$ cat config.mk
export PLATFORM = sky130hd
export DESIGN_NAME = cpu_out_port
export DESIGN_NICKNAME = d
export VERILOG_FILES = /design/src/rtl/cpu_out_port.sv
export SDC_FILE = /design/constraint.sdc
export NUM_CORES = 1
export LEC_CHECK = 0
export CORE_MARGIN = 4
export CORE_UTILIZATION = 35
export DETAILED_ROUTE_END_ITERATION = 10
export PLACE_DENSITY_LB_ADDON = 0.25
export SYNTH_ARGS = -nofsm -noshare
export SYNTH_HDL_FRONTEND = slang
export SYNTH_SLANG_ARGS = --single-unit
$ cat constraint.sdc
create_clock -name CPU_clock -period 7.4 [get_ports CPU_clock]
set_input_delay 1.48 -clock CPU_clock [delete_from_list [all_inputs] [get_ports CPU_clock]]
set_output_delay 1.48 -clock CPU_clock [all_outputs]
set_load 0.1 [all_outputs]
$ cat src/rtl/cpu_out_port.sv
// rtl/cpu_out_port.sv - CPU output port FIFO with overflow tracking
//
// Buffers CPU output writes ({OUT_DEVICE, OUT_DATA}) into a DEPTH-entry FIFO
// and presents the head entry to a peripheral with a valid/ready handshake.
//
// Ports:
//   CPU_clock     in   1     sole clock, rising edge
//   CPU_reset     in   1     synchronous active-high reset
//   OUT_DEVICE    in   16    output device id, 0 = no write this cycle
//   OUT_DATA      in   16    output data paired with OUT_DEVICE
//   dev_valid     out  1     head entry present
//   dev_ready     in   1     peripheral accepts head entry
//   dev_id        out  16    head entry device id (0 when empty)
//   dev_data      out  16    head entry data (0 when empty)
//   fifo_count    out  AW+1  occupancy, 0..DEPTH
//   overflow      out  1     sticky: at least one write dropped
//   drop_count    out  8     dropped writes, saturating at 255
//   overflow_clr  in   1     clears overflow and drop_count

module cpu_out_port #(
    parameter int DEPTH = 8,
    parameter int AW    = 3
) (
    input  logic          CPU_clock,
    input  logic          CPU_reset,
    input  logic [15:0]   OUT_DEVICE,
    input  logic [15:0]   OUT_DATA,
    output logic          dev_valid,
    input  logic          dev_ready,
    output logic [15:0]   dev_id,
    output logic [15:0]   dev_data,
    output logic [AW:0]   fifo_count,
    output logic          overflow,
    output logic [7:0]    drop_count,
    input  logic          overflow_clr
);

    localparam logic [AW:0] FULL_COUNT = (AW + 1)'(DEPTH);

    logic [31:0]   mem [DEPTH];
    logic [AW-1:0] wr_ptr;
    logic [AW-1:0] rd_ptr;
    logic [AW:0]   count;
    logic          ovf_flag;
    logic [7:0]    drops;

    logic          push_req;
    logic          pop;
    logic          full;
    logic          push_ok;
    logic          drop;
    logic [31:0]   head;

    always_comb begin
        push_req = (OUT_DEVICE != 16'h0000);
        full     = (count == FULL_COUNT);
        pop      = (count != '0) && dev_ready;
        // A full FIFO still takes the write when the head leaves in the same cycle.
        push_ok  = push_req && (!full || pop);
        drop     = push_req && full && !pop;
    end

    // Storage has no reset; occupancy alone decides what is valid.
    always_ff @(posedge CPU_clock) begin
        if (!CPU_reset && push_ok) begin
            mem[wr_ptr] <= {OUT_DEVICE, OUT_DATA};
        end
    end

    always_ff @(posedge CPU_clock) begin
        if (CPU_reset) begin
            wr_ptr <= '0;
            rd_ptr <= '0;
            count  <= '0;
        end else begin
            if (push_ok) begin
                wr_ptr <= wr_ptr + 1'b1;
            end
            if (pop) begin
                rd_ptr <= rd_ptr + 1'b1;
            end
            if (push_ok && !pop) begin
                count <= count + 1'b1;
            end else if (pop && !push_ok) begin
                count <= count - 1'b1;
            end
        end
    end

    // Clear wins over a drop landing in the same cycle.
    always_ff @(posedge CPU_clock) begin
        if (CPU_reset) begin
            ovf_flag <= 1'b0;
            drops    <= 8'd0;
        end else if (overflow_clr) begin
            ovf_flag <= 1'b0;
            drops    <= 8'd0;
        end else if (drop) begin
            ovf_flag <= 1'b1;
            if (drops != 8'hFF) begin
                drops <= drops + 8'd1;
            end
        end
    end

    always_comb begin
        head       = mem[rd_ptr];
        dev_valid  = (count != '0);
        dev_id     = dev_valid ? head[31:16] : 16'h0000;
        dev_data   = dev_valid ? head[15:0]  : 16'h0000;
        fifo_count = count;
        overflow   = ovf_flag;
        drop_count = drops;
    end

endmodule

Yosys cells after proc, flatten, opt, wreduce, memory -nomap -nowiden
Memory sizes are Yosys's and may differ from the RTL's. A register that Yosys moved wholly into a read port is not among the register bits.
Index checks and enable logic that the tools add are counted.
{"block": "word_totals", "register_bits": 19, "ram_bits": 256, "rom_bits": 0, "out_inout_bits": 46, "mem_count": 1, "in_bits": 36, "word_cells": 38, "latchBits": 0}
{"name": "mem", "words": 8, "width": 32, "read_ports": 1, "rd_clocked_by_memory_dff": 1, "wr": 1, "line": "40", "source": "logic [31:0] mem [DEPTH];"}
{"block": "op_classes", "order_cmp": 0, "eq_ne": 2, "div": 0, "n_shift": 0, "addsub": 5, "n_mul": 0, "muxes": 8, "bitwise_logic": 0, "n_reduce_logical": 17}
{"operator": "16-bit 2-to-1 mux", "n": 2}
{"operator": "16-bit nonzero test", "n": 1}
{"operator": "8-bit by 1-bit adder with 8-bit output (second input constant)", "n": 1}
{"operator": "4-bit 2-to-1 mux", "n": 2}
{"operator": "8-bit != test (second input constant)", "n": 1}
{"operator": "1-bit logical AND", "n": 7}
{"operator": "3-bit by 1-bit adder with 3-bit output (second input constant)", "n": 2}
{"operator": "3-bit 2-to-1 mux", "n": 2}
{"operator": "4-bit by 1-bit adder with 4-bit output (second input constant)", "n": 1}
{"operator": "4-bit == test (second input constant)", "n": 1}
{"operator": "1-bit zero test", "n": 4}
{"operator": "4-bit nonzero test", "n": 1}
{"operator": "4-bit by 1-bit subtractor with 4-bit output (second input constant)", "n": 1}
{"operator": "1-bit 2-to-1 mux", "n": 2}
{"operator": "2-bit AND reduction", "n": 1}
{"operator": "2-bit nonzero test", "n": 1}
{"operator": "2-bit OR reduction", "n": 1}
{"operator": "1-bit logical OR", "n": 1}

Logic depth before layout (Yosys ltp)
{"block": "logic_depth", "depth_word": 8, "mapped_depth": 12, "ltp_nobuf": 10}

Worst setup path before layout
Ideal clock, no wire load.
{"block": "synth_path", "path_kind": "input to register", "start": "in dev_ready", "end": "mem mem[4][0] (enable)", "cell_stages": 5, "setup_time_ps": 461, "path_buffers": 1, "slack_ps": 2418, "arrival_ps": 4521, "cell_sequence": "nor2b_1 -> and2_4 -> buf_6 -> or4_4 -> nor3_1"}
{"block": "synth_via", "elab_chain_cells": 6}
{"item": "start, declared", "line": "29", "source": "input logic dev_ready,"}
{"item": "1-bit logical AND", "line": "57", "source": "pop = (count != '0) && dev_ready;"}
{"item": "1-bit logical OR", "line": "59", "source": "push_ok = push_req && (!full || pop);"}
{"item": "1-bit logical AND", "line": "59"}
{"item": "1-bit logical AND", "line": "65", "source": "if (!CPU_reset && push_ok) begin"}
{"item": "1-bit 2-to-1 mux", "line": "65"}
{"item": "1-bit 2-to-1 mux (not written as such)", "line": "66", "source": "mem[wr_ptr] <= {OUT_DEVICE, OUT_DATA};"}
{"item": "end, declared", "line": "40"}
No other way between the ends.

==> reports/metrics.csv <==
metric,value,unit
ant_nets,0,
syn_area,10900,um2
dieArea,34000,um2
slowest_stage,clkdlybuf4s50_1,
diodes,0,
synth.avg_cell_area,20.0,um2
drcViolationCount,0,
reg2reg_from,fifo_count[0]$_SDFFE_PP0P_,
antenna_found_initial,0,
drt-vias-per-instance,5.08,
synth_cell_types,49,
crit_type,register to primary output,
setup_viol,0,
ys_async_sr_fraction,0,%
dp_hpwl,12.8,mm
p_per_area,400,nW/um2
rsz0062_at_grt,no,
hp-start,overflow$_SDFFE_PP0P_,
syn_to_final_growth,21.0,%
yosys_warnings,0,
slew-limit-headroom,28.8,%
synth_area_leaders,"edfxtp_1 (71%), mux4_2 (13%), dfxtp_1 (4.0%), mux2i_1 (3.3%), nor2_1 (1.8%)",
synth_edf_count,256,
yosys_most_used_dff,edfxtp_1,
grt_pass1_vias,5805,
final_max_slew_viol_count,0,
synth_cells,545,
fin_crit_sh,73.7,%
cap_violations,0,
grt_max_degree,47,
drtIter0Drc,303,
rows,64,
die_w,184,um
fillers,2631,
numCtsBuffers,30,
cts_setup_buffers,0,
ios,82,
core_area,30700,um2
grt_pass1_wl,34.5,mm
clock_sinks,278,
synth_fp_nets,588,
cts_tree,built,
cpPeakStageDelay,0.99,ns
gp_congestion,0.686,
min_period,5.45,ns
required,5.92,ns
cts_resized,0,
overflow,0,
clk_path_buf_depth,3,
htree_levels,1,
clk_pin_slew,0.06,ns
hold_viol_final,0,
hold_buffers,0,
critPathMaxFanout,46,
worst_pin_slew,1.07,ns
drt-wirelength-per-cell,21.1,um
p_leak,4.06,nW
cts_root_buffer,clkbuf_16,
vias,5396,
nets,686,
netlist.area_leader.share,70.5,%
status,"complete, no violations",
dr.pass1.iters,4,
final.setup.tns,0,ns
drive_gt1_share,21.0,%
grt_usage,13.3,%
wl,22.4,mm
initial_core_util,35.5,%
synth_area_leader_cell,edfxtp_1,
start_kind,register,
synthTopCellsByCount,"edfxtp_1 (256), mux4_2 (64), nor2_1 (51)",
crit_path_end_kind,primary output,
ys_seq_elements,278,
clk_latency,0.54,ns
crit_chain,buf_4 -> mux4_2 -> mux2i_1 -> nor2_1 -> clkdlybuf4s50_1,
yosysSeqAreaShare,74.6,%
die_h,184,um
placedCellCount,1007,
ir_worst_vdd,0.280,mV
finalNonFillerCells,1063,
io_buffers,81,
max_freq,183,MHz
synth_most_common_cell,edfxtp_1,
fin_skew,0.00717,ns
arrival,3.97,ns
min-delay-path-class,register to register,
[registers in the layout, indices dropped and copies added (netlist names), named ones only]
register	cells
mem	256
overflow	1
rd_ptr	3
drop_count	8
fifo_count	4
wr_ptr	3
[metrics by stage]
stage / worst slack [ns] / hold slack [ns] / power, mW / utilization [%] / area (um2)
floorplan: 2.42 / 0.454 / 3.43 / - / 10900
global placement: 2.26 / 0.457 / 3.88 / 39.8 / 12200
detailed placement: 2.13 / 0.456 / 3.90 / 39.8 / 12200
CTS: 1.82 / 0.476 / 5.34 / 43.0 / 13200
global route: 1.66 / 0.517 / 5.50 / 43.0 / 13200
finish: 1.95 / 0.471 / 5.27 / 43.0 / 13200
[cells by family (layout without fill, tap and decap cells)]
| kind of cell | after synthesis | count (layout) | share of synthesized area, % |
|---|---|---|---|
| buffers and inverters | 33 | 155 | 1.58 |
| flip-flops | 278 | 278 | 74.6 |
| AND/OR/NAND/NOR | 98 | 98 | 4.63 |
| adder cells (fa/ha/maj) | 7 | 7 | 0.872 |
| multiplexers | 101 | 101 | 16.6 |
| XOR/XNOR | 4 | 4 | 0.321 |
| AO/OA/AOI/OAI | 24 | 24 | 1.39 |
[layout make-up]
| cell class | count | area (um2) | area share, % |
|---|---|---|---|
| multi-input combinational | 234 | 2660 | 20.2 |
| tap | 396 | 495 | 3.76 |
| sequential | 278 | 8130 | 61.7 |
| timing repair buffer | 95 | 916 | 6.95 |
| inverter | 4 | 15.0 | 0.114 |
| clock inverter | 17 | 158 | 1.20 |
| clock buffer | 39 | 806 | 6.11 |
[cells in the final DEF, fill, tap and decap left out, drive strengths merged, types with 9 or more instances in the layout]
cell / count
edfxtp: 256
clkdlybuf4s50: 81
mux4: 64
nor2: 51
clkbuf: 39
mux2i: 36
dfxtp: 22
buf: 14
clkinv: 12
a21oi: 9
[metal layers]
metal,GRT usage (%),vias up,share of wire [%]
met5,0,-,0
met1,18.4,2829,45
li1,-,2417,-
met3,2.76,30,4.6
met4,2.81,0,1.8
met2,21.9,120,49
[critical path, delay by kind of cell (launching register included)]
family	cells	cell delay, ns
buf+inv	2	1.50
simple gates	1	0.09
mux	2	0.82
flops	1	0.98
[worst paths after layout]
path,end,slack [ns],depth (start not counted)
setup reg to reg,mem[1][28]$_DFFE_PP_,4.36,5
hold reg to reg,overflow$_SDFFE_PP0P_,0.47,1
setup / recovery,dev_data[6],1.95,5
hold / removal,overflow$_SDFFE_PP0P_,0.47,1
[where the power goes]
| group | leakage, nW | switching, mW | total, mW | internal, mW |
|---|---|---|---|---|
| clock network | 0.467 | 0.572 | 1.44 | 0.867 |
| registers | 2.51 | 0.130 | 1.96 | 1.83 |
| logic | 1.09 | 1.30 | 1.87 | 0.571 |
No activity file was read; power rests on OpenSTA's default activity.
